<file path="src/rtl/scr1_pipe_sram_bridge_pkg.sv">
// Shared memory-interface types, bridge FSM states and SRAM geometry.
package scr1_pipe_sram_bridge_pkg;

    typedef enum logic {
        SCR1_MEM_CMD_RD = 1'b0,
        SCR1_MEM_CMD_WR = 1'b1
    } type_scr1_mem_cmd_e;

    typedef enum logic [1:0] {
        SCR1_MEM_WIDTH_BYTE  = 2'b00,
        SCR1_MEM_WIDTH_HWORD = 2'b01,
        SCR1_MEM_WIDTH_WORD  = 2'b10,
        SCR1_MEM_WIDTH_ERROR = 2'b11
    } type_scr1_mem_width_e;

    typedef enum logic [1:0] {
        SCR1_MEM_RESP_IDLE   = 2'b00,
        SCR1_MEM_RESP_RDY_OK = 2'b01,
        SCR1_MEM_RESP_RDY_ER = 2'b10
    } type_scr1_mem_resp_e;

    typedef enum logic [1:0] {
        BRIDGE_IDLE  = 2'b00,
        BRIDGE_ACC   = 2'b01,
        BRIDGE_MERGE = 2'b10,
        BRIDGE_RESP  = 2'b11
    } bridge_state_e;

    localparam int SRAM_DEPTH = 1024;

    // True when the byte offset is not naturally aligned for the access width.
    function automatic logic is_misaligned(input type_scr1_mem_width_e width,
                                           input logic [1:0] byte_off);
        case (width)
            SCR1_MEM_WIDTH_BYTE:  is_misaligned = 1'b0;
            SCR1_MEM_WIDTH_HWORD: is_misaligned = byte_off[0];
            SCR1_MEM_WIDTH_WORD:  is_misaligned = (byte_off != 2'b00);
            default:              is_misaligned = 1'b1;
        endcase
    endfunction

endpackage

</file>
<file path="src/rtl/scr1_sram_lane_merge.sv">
// Byte-lane merge for partial stores and right-alignment of read data.
module scr1_sram_lane_merge
    import scr1_pipe_sram_bridge_pkg::*;
(
    input  logic [31:0]          old_word,
    input  logic [31:0]          wdata,
    input  type_scr1_mem_width_e width,
    input  logic [1:0]           byte_off,
    output logic [31:0]          merged,
    output logic [31:0]          shifted
);

    logic [4:0]  shamt;
    logic [31:0] wdata_sh;

    assign shamt    = {byte_off, 3'b000};
    assign wdata_sh = wdata << shamt;
    assign shifted  = old_word >> shamt;

    generate
        for (genvar gi = 0; gi < 4; gi++) begin : g_lane
            logic lane_sel;
            // Select which byte lanes take new data for this access width.
            always_comb begin
                lane_sel = 1'b0;
                case (width)
                    SCR1_MEM_WIDTH_BYTE:  lane_sel = (byte_off == gi[1:0]);
                    SCR1_MEM_WIDTH_HWORD: lane_sel = (byte_off[1] == gi[1]);
                    SCR1_MEM_WIDTH_WORD:  lane_sel = 1'b1;
                    default:              lane_sel = 1'b0;
                endcase
            end
            assign merged[8*gi +: 8] = lane_sel ? wdata_sh[8*gi +: 8] : old_word[8*gi +: 8];
        end
    endgenerate

endmodule

</file>
<file path="src/rtl/scr1_pipe_sram_bridge.sv">
// Arbitrates IMEM and DMEM requests onto one single-port SRAM; partial stores use read-modify-write.
module scr1_pipe_sram_bridge
    import scr1_pipe_sram_bridge_pkg::*;
#(
    parameter int          SRAM_AWIDTH = 10,
    parameter logic [31:0] BASE_ADDR   = 32'h0000_0000
)(
    input  logic                   clk,
    input  logic                   rst,
    input  logic                   imem_req_i,
    input  type_scr1_mem_cmd_e     imem_cmd_i,
    input  logic [31:0]            imem_addr_i,
    output logic                   imem_req_ack_o,
    output logic [31:0]            imem_rdata_o,
    output type_scr1_mem_resp_e    imem_resp_o,
    input  logic                   dmem_req_i,
    input  type_scr1_mem_cmd_e     dmem_cmd_i,
    input  type_scr1_mem_width_e   dmem_width_i,
    input  logic [31:0]            dmem_addr_i,
    input  logic [31:0]            dmem_wdata_i,
    output logic                   dmem_req_ack_o,
    output logic [31:0]            dmem_rdata_o,
    output type_scr1_mem_resp_e    dmem_resp_o,
    output logic                   sram_csb0_o,
    output logic                   sram_web0_o,
    output logic [SRAM_AWIDTH-1:0] sram_addr0_o,
    output logic [31:0]            sram_din0_o,
    input  logic [31:0]            sram_dout0_i
);

    bridge_state_e          state_reg, state_next;
    logic                   owner_dmem_reg;
    logic                   last_dmem_reg;
    type_scr1_mem_cmd_e     cmd_reg;
    type_scr1_mem_width_e   width_reg;
    logic [SRAM_AWIDTH+1:0] addr_reg;
    logic [31:0]            wdata_reg;
    logic                   err_reg;

    logic                   grant_imem, grant_dmem, accept;
    type_scr1_mem_cmd_e     sel_cmd;
    type_scr1_mem_width_e   sel_width;
    logic [31:0]            sel_addr, sel_wdata;
    logic                   sel_err, in_window, partial_wr;
    logic [31:0]            merged_word, shifted_word;
    type_scr1_mem_resp_e    resp_code;
    logic [31:0]            resp_rdata;

    // Round-robin: on contention the port not granted last wins.
    assign grant_imem = (state_reg == BRIDGE_IDLE) & imem_req_i & (~dmem_req_i | last_dmem_reg);
    assign grant_dmem = (state_reg == BRIDGE_IDLE) & dmem_req_i & ~grant_imem;
    assign accept     = grant_imem | grant_dmem;
    assign imem_req_ack_o = grant_imem;
    assign dmem_req_ack_o = grant_dmem;

    // IMEM fetches are always full words and never carry write data.
    assign sel_cmd   = grant_dmem ? dmem_cmd_i   : imem_cmd_i;
    assign sel_width = grant_dmem ? dmem_width_i : SCR1_MEM_WIDTH_WORD;
    assign sel_addr  = grant_dmem ? dmem_addr_i  : imem_addr_i;
    assign sel_wdata = grant_dmem ? dmem_wdata_i : 32'h0;

    assign in_window = (sel_addr[31:SRAM_AWIDTH+2] == BASE_ADDR[31:SRAM_AWIDTH+2]);
    assign sel_err   = ~in_window
                     | is_misaligned(sel_width, sel_addr[1:0])
                     | (grant_imem & (sel_cmd == SCR1_MEM_CMD_WR));

    assign partial_wr = (cmd_reg == SCR1_MEM_CMD_WR) & (width_reg != SCR1_MEM_WIDTH_WORD);

    scr1_sram_lane_merge u_lane_merge (
        .old_word (sram_dout0_i),
        .wdata    (wdata_reg),
        .width    (width_reg),
        .byte_off (addr_reg[1:0]),
        .merged   (merged_word),
        .shifted  (shifted_word)
    );

    // State register and latched copy of the accepted request.
    always_ff @(posedge clk) begin
        if (rst) begin
            state_reg      <= BRIDGE_IDLE;
            owner_dmem_reg <= 1'b0;
            last_dmem_reg  <= 1'b0;
            cmd_reg        <= SCR1_MEM_CMD_RD;
            width_reg      <= SCR1_MEM_WIDTH_WORD;
            addr_reg       <= '0;
            wdata_reg      <= 32'h0;
            err_reg        <= 1'b0;
        end else begin
            state_reg <= state_next;
            if (accept) begin
                owner_dmem_reg <= grant_dmem;
                last_dmem_reg  <= grant_dmem;
                cmd_reg        <= sel_cmd;
                width_reg      <= sel_width;
                addr_reg       <= sel_addr[SRAM_AWIDTH+1:0];
                wdata_reg      <= sel_wdata;
                err_reg        <= sel_err;
            end
        end
    end

    // Next-state logic; decode errors skip the SRAM entirely.
    always_comb begin
        state_next = state_reg;
        case (state_reg)
            BRIDGE_IDLE:  if (accept) state_next = sel_err ? BRIDGE_RESP : BRIDGE_ACC;
            BRIDGE_ACC:   state_next = partial_wr ? BRIDGE_MERGE : BRIDGE_RESP;
            BRIDGE_MERGE: state_next = BRIDGE_RESP;
            BRIDGE_RESP:  state_next = BRIDGE_IDLE;
            default:      state_next = BRIDGE_IDLE;
        endcase
    end

    // SRAM drive; the macro shares clk, so rst masks the access to keep an aborted write from landing.
    always_comb begin
        sram_csb0_o  = 1'b1;
        sram_web0_o  = 1'b1;
        sram_addr0_o = '0;
        sram_din0_o  = 32'h0;
        if (!rst) begin
            case (state_reg)
                BRIDGE_ACC: begin
                    sram_csb0_o  = 1'b0;
                    sram_addr0_o = addr_reg[SRAM_AWIDTH+1:2];
                    if (!partial_wr) begin
                        sram_web0_o = ~(cmd_reg == SCR1_MEM_CMD_WR);
                        sram_din0_o = wdata_reg;
                    end
                end
                BRIDGE_MERGE: begin
                    sram_csb0_o  = 1'b0;
                    sram_web0_o  = 1'b0;
                    sram_addr0_o = addr_reg[SRAM_AWIDTH+1:2];
                    sram_din0_o  = merged_word;
                end
                default: ;
            endcase
        end
    end

    // One-cycle response steered to the owner only; rdata is zero unless a successful read.
    always_comb begin
        resp_code    = err_reg ? SCR1_MEM_RESP_RDY_ER : SCR1_MEM_RESP_RDY_OK;
        resp_rdata   = (!err_reg && cmd_reg == SCR1_MEM_CMD_RD) ? shifted_word : 32'h0;
        imem_resp_o  = SCR1_MEM_RESP_IDLE;
        imem_rdata_o = 32'h0;
        dmem_resp_o  = SCR1_MEM_RESP_IDLE;
        dmem_rdata_o = 32'h0;
        if (state_reg == BRIDGE_RESP) begin
            if (owner_dmem_reg) begin
                dmem_resp_o  = resp_code;
                dmem_rdata_o = resp_rdata;
            end else begin
                imem_resp_o  = resp_code;
                imem_rdata_o = resp_rdata;
            end
        end
    end

endmodule

</file>
<file path="config.mk">
export PLATFORM = sky130hd
export DESIGN_NAME = scr1_pipe_sram_bridge
export DESIGN_NICKNAME = d
export VERILOG_FILES = /design/src/rtl/scr1_pipe_sram_bridge_pkg.sv /design/src/rtl/scr1_sram_lane_merge.sv /design/src/rtl/scr1_pipe_sram_bridge.sv
export SDC_FILE = /design/constraint.sdc
export NUM_CORES = 1
export LEC_CHECK = 0
export CAP_MARGIN = 20
export CORE_MARGIN = 1.5
export CORE_UTILIZATION = 31
export CTS_CLUSTER_SIZE = 20
export DETAILED_ROUTE_END_ITERATION = 10
export PLACE_DENSITY = 0.77
export SETUP_SLACK_MARGIN = 0.15
export SKIP_LAST_GASP = 1
export SYNTH_ARGS = -nofsm -noshare
export SYNTH_HDL_FRONTEND = slang
export SYNTH_SLANG_ARGS = --single-unit
</file>
<file path="constraint.sdc">
create_clock -name clk -period 1.9 [get_ports clk]
set_input_delay 0.19 -clock clk [delete_from_list [all_inputs] [get_ports clk]]
set_output_delay 0.19 -clock clk [all_outputs]
set_load 0.02 [all_outputs]
</file>
==> out/results.ini, run 1 <==
[status]
status = complete, but fails checks
violations = setup timing

[global_route]
overflow = 0
antenna_found_initial = 0
grt_pass1_vias = 5697
grt_pass1_wl_mm = 32.19
grt.total_usage_pct = 28.94
grt_start_max_net_pins = 52

[logic_synthesis]
yosysTopAreaCellShare_pct = 24.61
ys.flop_type = dfxtp_1
ys_ff_latch = 51
avgSynthCellArea_sq_um = 7.216
ys_types = 39
synth_area_leaders = dfxtp_1, mux2i_1, nor2_1
syn_inst = 575
yosysWarnings = 0
synth_area_sq_um = 4149
seq_area_frac_synth_pct = 24.61
synth-edff-count = 0
synth_area_leader_cell = dfxtp_1
synth_nets = 716
synthArstFlopShare_pct = 0

[route]
firstDrtPassIters = 6
vias = 6130
detail-route-antenna-nets = 0
post_drt_wl_per_cell_um = 20.30
post-route-drc-count = 0
vias_per_cell = 5.415
wirelength_mm = 22.98
drt_iter0_drc = 521

[clock_network]
cts_root_buf = clkbuf_16
cts_hold_buf = 0
cts_tree = built
clk_latency_ps = 300
cts_made_buffers = 5
clock_path_buffers = 2
numClockSinks = 51
cts_htree_levels = 2
path_clk_slew_ps = 70

[sta]
hold_viol = 0
min_period_ps = 2195
fin_ws_ps = -294.9
layout_worst_path_cycle_share_pct = 115.5
tns_ps = -9914
clock.fmax_ghz = 0.4556
rsz0062_at_grt = yes
setup_viol = 79
worst_pin_slew_ps = 583.7
max-slew-margin-rel_pct = 61.09
clock_skew_ps = 5.945
slew_violations = 0

[cells_and_area]
area_growth_pct = 123.8
num_antenna_cells = 0
layout_commonest_cell = clkdlybuf4s50_1
layout-drive-gt1-share_pct = 48.85
fill_cells = 958
layout_common_cells = clkdlybuf4s50_1, buf_4, buf_6
fin_nets = 1098
largest_reg_flops = 32

[critical_path]
crit_start = state_reg[0]
crit_cells = 10
cp_num_buf_inv = 5
cpLargestDelayFamily = buffers and inverters
crit_path_end_kind = output port
critPathRequiredTime_ps = 1710
r2r-end = state_reg[1]
slowest_stage = dfxtp_2
cp_max_fo = 8
regToRegSetupSlack_ps = 150
slowest_delay_ps = 350
reg2reg_from = state_reg[0]
path_cells = inv_2, ha_4, nor2b_4, inv_2, nor2_4, buf_12, buf_12, nand2_2, o21ai_4, buf_6
reg2reg_depth = 8
worstSetupStartpointType = flop
crit_type = reg -> out
arrival_ps = 2000

[floorplan]
rows = 42
die_h_um = 118.7
start_util_pct = 31.58
core-area_sq_um = 13140
io_pins = 250
fp.dieArea_sq_um = 14090
dieWidth_um = 118.7

[flow_run]
cap_violations = 0

[power]
power_density_nw_per_um2 = 1047
p_leak_uw = 0.003944
power_uw = 9720
vdd_ir_drop_max_mv = 0.6140

[worst_hold_path]
hold_path.class = reg -> reg
whs_endpoint = addr_reg[3]
hp-start = addr_reg[3]
holdPathStages = 2

[placement]
hpwl_mm = 15.35
gp_congestion = 0.9584
port_buffers = 249
post-place-ws_ps = -316.4

through the flow:
step | hold WS (ps) | cells | area, sq um | util, %
final | 494.3 | 1132 | 9286 | 70.69
after global routing | 517.8 | 1132 | 9286 | 70.69
after CTS | 495.2 | 1114 | 8352 | 63.57
after detailed placement | 486.6 | 1076 | 7749 | 58.98
after global placement | 482.3 | 1076 | 7749 | 58.98
after floorplan | 306.1 | 575 | 4247 | -
cell families after synthesis:
kind of cell / count (synthesis) / share of synthesized area (%)
adders and majority gates: 5 / 1.508
AOI/OAI and AO/OA: 141 / 22.89
muxes: 78 / 19.36
and+or+nand+nor: 248 / 26.18
buffers and inverters: 52 / 5.458
DFF: 51 / 24.61
Yosys cell counts (3+ instances only):
| library cell | count |
|---|---|
| a21oi_1 | 19 |
| nor4_1 | 9 |
| nor2b_1 | 11 |
| nand4_1 | 3 |
| mux2_2 | 8 |
| ha_1 | 5 |
| a211oi_1 | 23 |
| inv_1 | 6 |
| nor2_1 | 132 |
| mux2i_1 | 69 |
| o21ai_1 | 16 |
| o21ai_0 | 21 |
| nand3_1 | 4 |
| nor3_1 | 3 |
| nand2_1 | 53 |
| a22oi_1 | 41 |
| clkbuf_1 | 22 |
| and2_1 | 26 |
| o211ai_1 | 8 |
| dfxtp_1 | 51 |
| buf_2 | 19 |
| nand2b_1 | 3 |
what timing repair did:
item / in CTS / in global routing
buffers inserted: 29 / 16
cloned: 3 / 2
setup endpoints to repair: 123 / 123
gates resized for setup: 628 / 219
pin swaps: 31 / 53
tightest hold or removal path, delay by kind of cell, from the launching register on:
kind / cells / cell delay [ps]
AND/OR/NAND/NOR: 1 / 90
flip-flops: 1 / 300
AO/OA/AOI/OAI: 1 / 50
worst max path at each step:
stage,to,slack (ps)
final,sram_din0_o[30],-290
after floorplan,sram_din0_o[11],160
after global routing,sram_din0_o[20],-340
after global placement,sram_din0_o[0],-290
after CTS,sram_din0_o[9],-140
after detailed placement,sram_din0_o[9],-320
area by class of cell:
class / count / area, sq um / share of cell area (%)
timing repair buffer: 420 / 4141 / 44.60
multi-input combinational: 472 / 3735 / 40.22
sequential: 51 / 1035 / 11.14
tap: 176 / 220.2 / 2.371
clock buffer: 6 / 128.9 / 1.388
inverter: 7 / 26.28 / 0.2829
layer usage:
layer  track usage [%]  vias to the layer above  routed length (um)
li1                  -                     2801                   -
met2             49.09                      385               11000
met5                 0                        -                   0
met1             36.89                     2852                8980
met3             4.633                       92                1785
met4             10.77                        0                1212
power breakdown:
part | internal (uW) | switching, uW | total, uW | leakage [uW]
Sequential | 1340 | 308 | 1650 | 0.000421
Combinational | 3560 | 3630 | 7190 | 0.00346
Clock | 476 | 400 | 876 | 0.0000628
Note: power is estimated with default switching activity, not from simulation.
==> run 2: changes to the inputs <==
--- a/config.mk
+++ b/config.mk
@@ -8,9 +8,10 @@
 export CAP_MARGIN = 20
 export CORE_MARGIN = 1.5
 export CORE_UTILIZATION = 31
+export CTS_CLUSTER_DIAMETER = 50
 export CTS_CLUSTER_SIZE = 20
 export DETAILED_ROUTE_END_ITERATION = 10
-export PLACE_DENSITY = 0.77
+export PLACE_DENSITY = 0.71
 export SETUP_SLACK_MARGIN = 0.15
 export SKIP_LAST_GASP = 1
 export SYNTH_ARGS = -nofsm -noshare
==> run 2 against run 1 <==
  * The flow still finishes with violations (setup timing)
  * Flip-flop and latch count did not move
  * Critical path depth grew 1
  * Cell count up 0.27%
  * Worst hold slack improved by 7.9 ps
  * Maximum frequency grew 2.8%
  * Via count up 4.3%
  * Total power is 6.2% higher
  * Largest cell class unchanged
  * Largest power group unchanged
==> out/results.ini, run 2 (same netlist as run 1, synthesis figures left out) <==
[cells_and_area]
area_growth_pct = 132.8
layout_commonest_cell = clkdlybuf4s50_1
largest_reg_flops = 32
fin_nets = 1098
layout_common_cells = clkdlybuf4s50_1, buf_4, buf_6
multi_input_area_sq_um = 3879
layout-drive-gt1-share_pct = 49.37
fill_cells = 898
final_cells = 1135
regArea_sq_um = 1039

[route]
post_drt_wl_per_cell_um = 22.04
wirelength_mm = 25.02
vias_per_cell = 5.633
vias = 6393
drt_iter0_drc = 590
firstDrtPassIters = 5
detail-route-antenna-nets = 0
post-route-drc-count = 0

[critical_path]
critPathCapture = sram_din0_o[12]
crit_cells = 11
slowest_stage = dfxtp_2
cpLargestDelayFamily = buffers and inverters
crit_type = reg -> out
reg2reg_from = state_reg[0]
cp_max_fo = 6
worstSetupStartpointType = flop
arrival_ps = 1940
slowest_delay_ps = 350
regToRegSetupSlack_ps = 230
critPathRequiredTime_ps = 1710
path_cells = inv_2, ha_4, nor2b_4, inv_2, nor2_4, buf_12, buf_12, buf_16, nand2_4, o21ai_2, buf_6
reg2reg_depth = 8
cp_num_buf_inv = 6
crit_path_end_kind = output port
r2r-end = state_reg[1]
crit_start = state_reg[0]

[floorplan]
dieWidth_um = 118.7
die_h_um = 118.7
core-area_sq_um = 13140
fp.dieArea_sq_um = 14090
io_pins = 250
start_util_pct = 31.58
rows = 42

[clock_network]
clock_path_buffers = 2
cts_hold_buf = 0
cts_root_buf = clkbuf_16
numClockSinks = 51
cts_made_buffers = 5
cts_htree_levels = 2
path_clk_slew_ps = 80
cts_tree = built
clk_latency_ps = 300

[power]
power_uw = 10320
p_leak_uw = 0.004155
vdd_ir_drop_max_mv = 0.5126
power_density_nw_per_um2 = 1069

[global_route]
grt_pass1_vias = 6143
grt_pass1_wl_mm = 33.32
overflow = 0
grt_start_max_net_pins = 52
antenna_found_initial = 1
grt.total_usage_pct = 30.00

[sta]
min_period_ps = 2134
clock.fmax_ghz = 0.4685
hold_viol = 0
slew_violations = 0
fin_ws_ps = -234.3
layout_worst_path_cycle_share_pct = 112.3
max-slew-margin-rel_pct = 60.06
rsz0062_at_grt = yes
clock_skew_ps = 10.57
tns_ps = -9551
setup_viol = 97
worst_pin_slew_ps = 599.1

[placement]
gp_congestion = 0.9423
dp.cells = 1052
hpwl_mm = 15.69
port_buffers = 249

[worst_hold_path]
hold_path.class = reg -> reg
hp-start = addr_reg[8]

[flow_run]
cap_violations = 0

[status]
status = complete, but fails checks
violations = setup timing

-- run 2: cell count changes in the layout (fill, tap and decap cells not counted), moves of 7 or more --
cell             before  now
a21oi_2              10    1
a21oi_4               2    9
buf_12               10   21
clkdlybuf4s15_2      14    0
mux2i_2              13    4
-- run 2: worst min-delay path by stage --
stage               slack (ps)  cells after the start             to
floorplan                  310                      1  last_dmem_reg
global placement           480                      2    addr_reg[6]
detailed placement         490                      2    addr_reg[8]
CTS                        510                      2    addr_reg[8]
global route               530                      2    addr_reg[9]
finish                     500                      2    addr_reg[8]
-- run 2: what timing repair did --
item,in CTS,in global routing
endpoints found under the hold margin,0,0
pin swaps,42,50
setup buffers,42,19
gates cloned,5,8
endpoints found under the setup margin,119,116
gates resized for setup,720,190
-- run 2: layout make-up --
cell class                 instances  share of cell area, %
clock inverter                     1                0.07771
tap                              176                  2.279
sequential                        51                  10.75
timing repair buffer             420                  44.86
clock buffer                       7                  1.580
inverter                           7                 0.2720
antenna                            1                0.02590
multi-input combinational        472                  40.15
-- run 2: per-layer routing --
metal  share of wire (%)  global-route usage (%)  wire length (um)
met5                   0                       0                 0
met1                  37                   36.50              9185
met3                 7.6                   4.344              1912
met4                 6.4                   11.90              1606
met2                  49                   53.02             12320
-- run 2: tightest hold or removal path, cell delays in order, from the launching register on --
cell      delay [ps]
dfxtp_1          310
nor2_1            90
a211oi_1          50
-- run 2: stage by stage --
| step | hold slack (ps) | area, sq um | utilization (%) | setup WS, ps |
|---|---|---|---|---|
| floorplan | 306.1 | 4247 | - | 158.5 |
| global placement | 483.1 | 7629 | 58.07 | -342.0 |
| detailed placement | 492.1 | 7629 | 58.07 | -400.7 |
| CTS | 506.0 | 8643 | 65.79 | -165.0 |
| global route | 527.4 | 9661 | 73.53 | -298.8 |
| finish | 502.1 | 9661 | 73.53 | -234.3 |
-- run 2: report_power, final --
group	switching [uW]	leakage [uW]	internal [uW]	total, uW
clock	430	0.0000761	562	992
sequential	318	0.000421	1350	1660
combinational	3790	0.00366	3880	7670
total	4540	0.00416	5790	10300
==> run 3: changes to the inputs <==
--- a/config.mk
+++ b/config.mk
@@ -7,11 +7,11 @@
 export LEC_CHECK = 0
 export CAP_MARGIN = 20
 export CORE_MARGIN = 1.5
-export CORE_UTILIZATION = 31
+export CORE_UTILIZATION = 35
 export CTS_CLUSTER_DIAMETER = 50
 export CTS_CLUSTER_SIZE = 20
 export DETAILED_ROUTE_END_ITERATION = 10
-export PLACE_DENSITY = 0.71
+export PLACE_DENSITY = 0.79
 export SETUP_SLACK_MARGIN = 0.15
 export SKIP_LAST_GASP = 1
 export SYNTH_ARGS = -nofsm -noshare
==> run 3 against run 2 <==
  * The run still ends with setup timing left
  * Global-route usage rose by 1.7 points
  * Non-clock buffer count shrank 33
  * Design area is 6.4% lower
  * Critical endpoint is now dmem_rdata_o[28]
  * Largest cell class unchanged
  * Largest power group unchanged
==> out/results.ini, run 3 (same netlist as run 1, synthesis figures left out) <==
[sta]
clock.fmax_ghz = 0.4714
setup_viol = 98
min_period_ps = 2121
layout_worst_path_cycle_share_pct = 111.6
worst_pin_slew_ps = 590.0
clock_skew_ps = 5.460
slew_violations = 0
max-slew-margin-rel_pct = 60.66
rsz0062_at_grt = yes
fin_ws_ps = -221.1
hold_viol = 0

[global_route]
grt.total_usage_pct = 31.72
grt_pass1_wl_mm = 31.30
antenna_found_initial = 1
grt_start_max_net_pins = 53
grt_pass1_vias = 5746
overflow = 0

[critical_path]
cp_max_fo = 7
slowest_stage = dfxtp_2
cp_common_cell = buf_4
crit_start = state_reg[1]
cpLargestDelayFamily = buffers and inverters
critPathRequiredTime_ps = 1710
crit_path_end_kind = output port
path_cells = buf_4, buf_6, ha_4, nand3_4, nor3_2, buf_4, buf_4, and2_4, buf_6
cp_num_buf_inv = 5
worstSetupStartpointType = flop
crit_type = reg -> out
arrival_ps = 1930
reg2reg_depth = 7
reg2reg_from = last_dmem_reg
slowest_delay_ps = 360
r2r-end = err_reg
regToRegSetupSlack_ps = 160

[floorplan]
rows = 39
core-area_sq_um = 11470
io_pins = 250
die_h_um = 111.9
start_util_pct = 36.18
dieWidth_um = 111.9
fp.dieArea_sq_um = 12520

[cells_and_area]
largest_reg_flops = 32
layout_common_cells = clkdlybuf4s50_1, buf_4, nor2_1
area_growth_pct = 117.8
layout-drive-gt1-share_pct = 46.16
layout_commonest_cell = clkdlybuf4s50_1
fin_nets = 1065
final_cells = 1069

[route]
vias = 6061
wirelength_mm = 22.62
post-route-drc-count = 0
detail-route-antenna-nets = 0
post_drt_wl_per_cell_um = 21.16
vias_per_cell = 5.670
firstDrtPassIters = 5
drt_iter0_drc = 497

[worst_hold_path]
hold_path.class = reg -> reg
holdPathStages = 2
hp-start = addr_reg[10]
whs_endpoint = addr_reg[10]

[power]
p_switching_uw = 4237
power_density_nw_per_um2 = 1068
p_leak_uw = 0.003749
internal-power_uw = 5411
clock_power_share_pct = 11.3
vdd_ir_drop_max_mv = 0.6378
pwr-share-comb_pct = 71.3
seqPwrFrac_pct = 17.5
power_switching_share_pct = 43.92

[clock_network]
cts_htree_levels = 2
clk_latency_ps = 300
cts_tree = built
cts_root_buf = clkbuf_16
cts_made_buffers = 5
clock_path_buffers = 2
numClockSinks = 51
path_clk_slew_ps = 70
cts_hold_buf = 0

[placement]
port_buffers = 249
dp.cells = 1024
gp_congestion = 0.9864
post-place-ws_ps = -375.9
hpwl_mm = 15.89

[status]
status = complete, but fails checks
violations = setup timing

[flow_run]
cap_violations = 0

==> run 3: worst max path at each step <==
stage | cells after the start | endpoint | slack, ps
after floorplan | 8 | sram_din0_o[11] | 160
after global placement | 9 | sram_din0_o[13] | -270
after detailed placement | 9 | sram_din0_o[12] | -380
after CTS | 10 | sram_din0_o[12] | -120
after global routing | 6 | sram_din0_o[9] | -280
final | 9 | dmem_rdata_o[28] | -220
==> run 3: final cells by class <==
cell class	instances	area, sq um
inverters	7	33.78
multi-input cells	472	3726
diodes	1	2.502
fillers	744	2430
flip-flops and latches	51	1036
clock buffers	6	138.9
well taps	143	178.9
repair buffers	387	3882
clock inverters	2	38.79
==> run 3: stage by stage <==
| step | power (uW) | hold WS [ps] | TNS [ps] | util [%] | instance area (sq um) |
|---|---|---|---|---|---|
| CTS | 8318 | 501.5 | -4087 | 69.94 | 8020 |
| global route | 10070 | 524.5 | -14980 | 78.79 | 9035 |
| finish | 9648 | 500.8 | -10280 | 78.81 | 9037 |
| global placement | 6507 | 481.6 | -14740 | 66.19 | 7590 |
| floorplan | 4367 | 306.1 | 0 | - | 4247 |
| detailed placement | 6646 | 492.5 | -20130 | 66.19 | 7590 |
==> run 3: per-layer routing <==
layer	part of all wire (%)	track usage, %	vias up	routed length [um]
li1	-	-	2742	-
met1	37	39.11	2888	8346
met2	51	55.61	360	11610
met3	8.1	5.117	71	1835
met4	3.7	11.56	0	826
met5	0	0	-	0
==> run 3: tightest hold or removal path, stage by stage (launching register included) <==
cell and delay, ps:
dfxtp_1 310, nor2_1 90, a211oi_1 50
==> run 3: timing repair <==
| item | 4_1_cts | 5_1_grt |
|---|---|---|
| cloned | 3 | 3 |
| buffers inserted | 13 | 17 |
| gates resized for setup | 573 | 256 |
| pin swaps | 22 | 51 |
| setup endpoints to repair | 116 | 118 |
==> run 3: power groups by stage <==
stage / clock [uW] / sequential, uW / combinational, uW
floorplan: 0 / 1480 / 2890
global placement: 0 / 1600 / 4910
detailed placement: 0 / 1610 / 5030
CTS: 1090 / 1610 / 5620
global route: 1150 / 1700 / 7220
finish: 1090 / 1690 / 6880
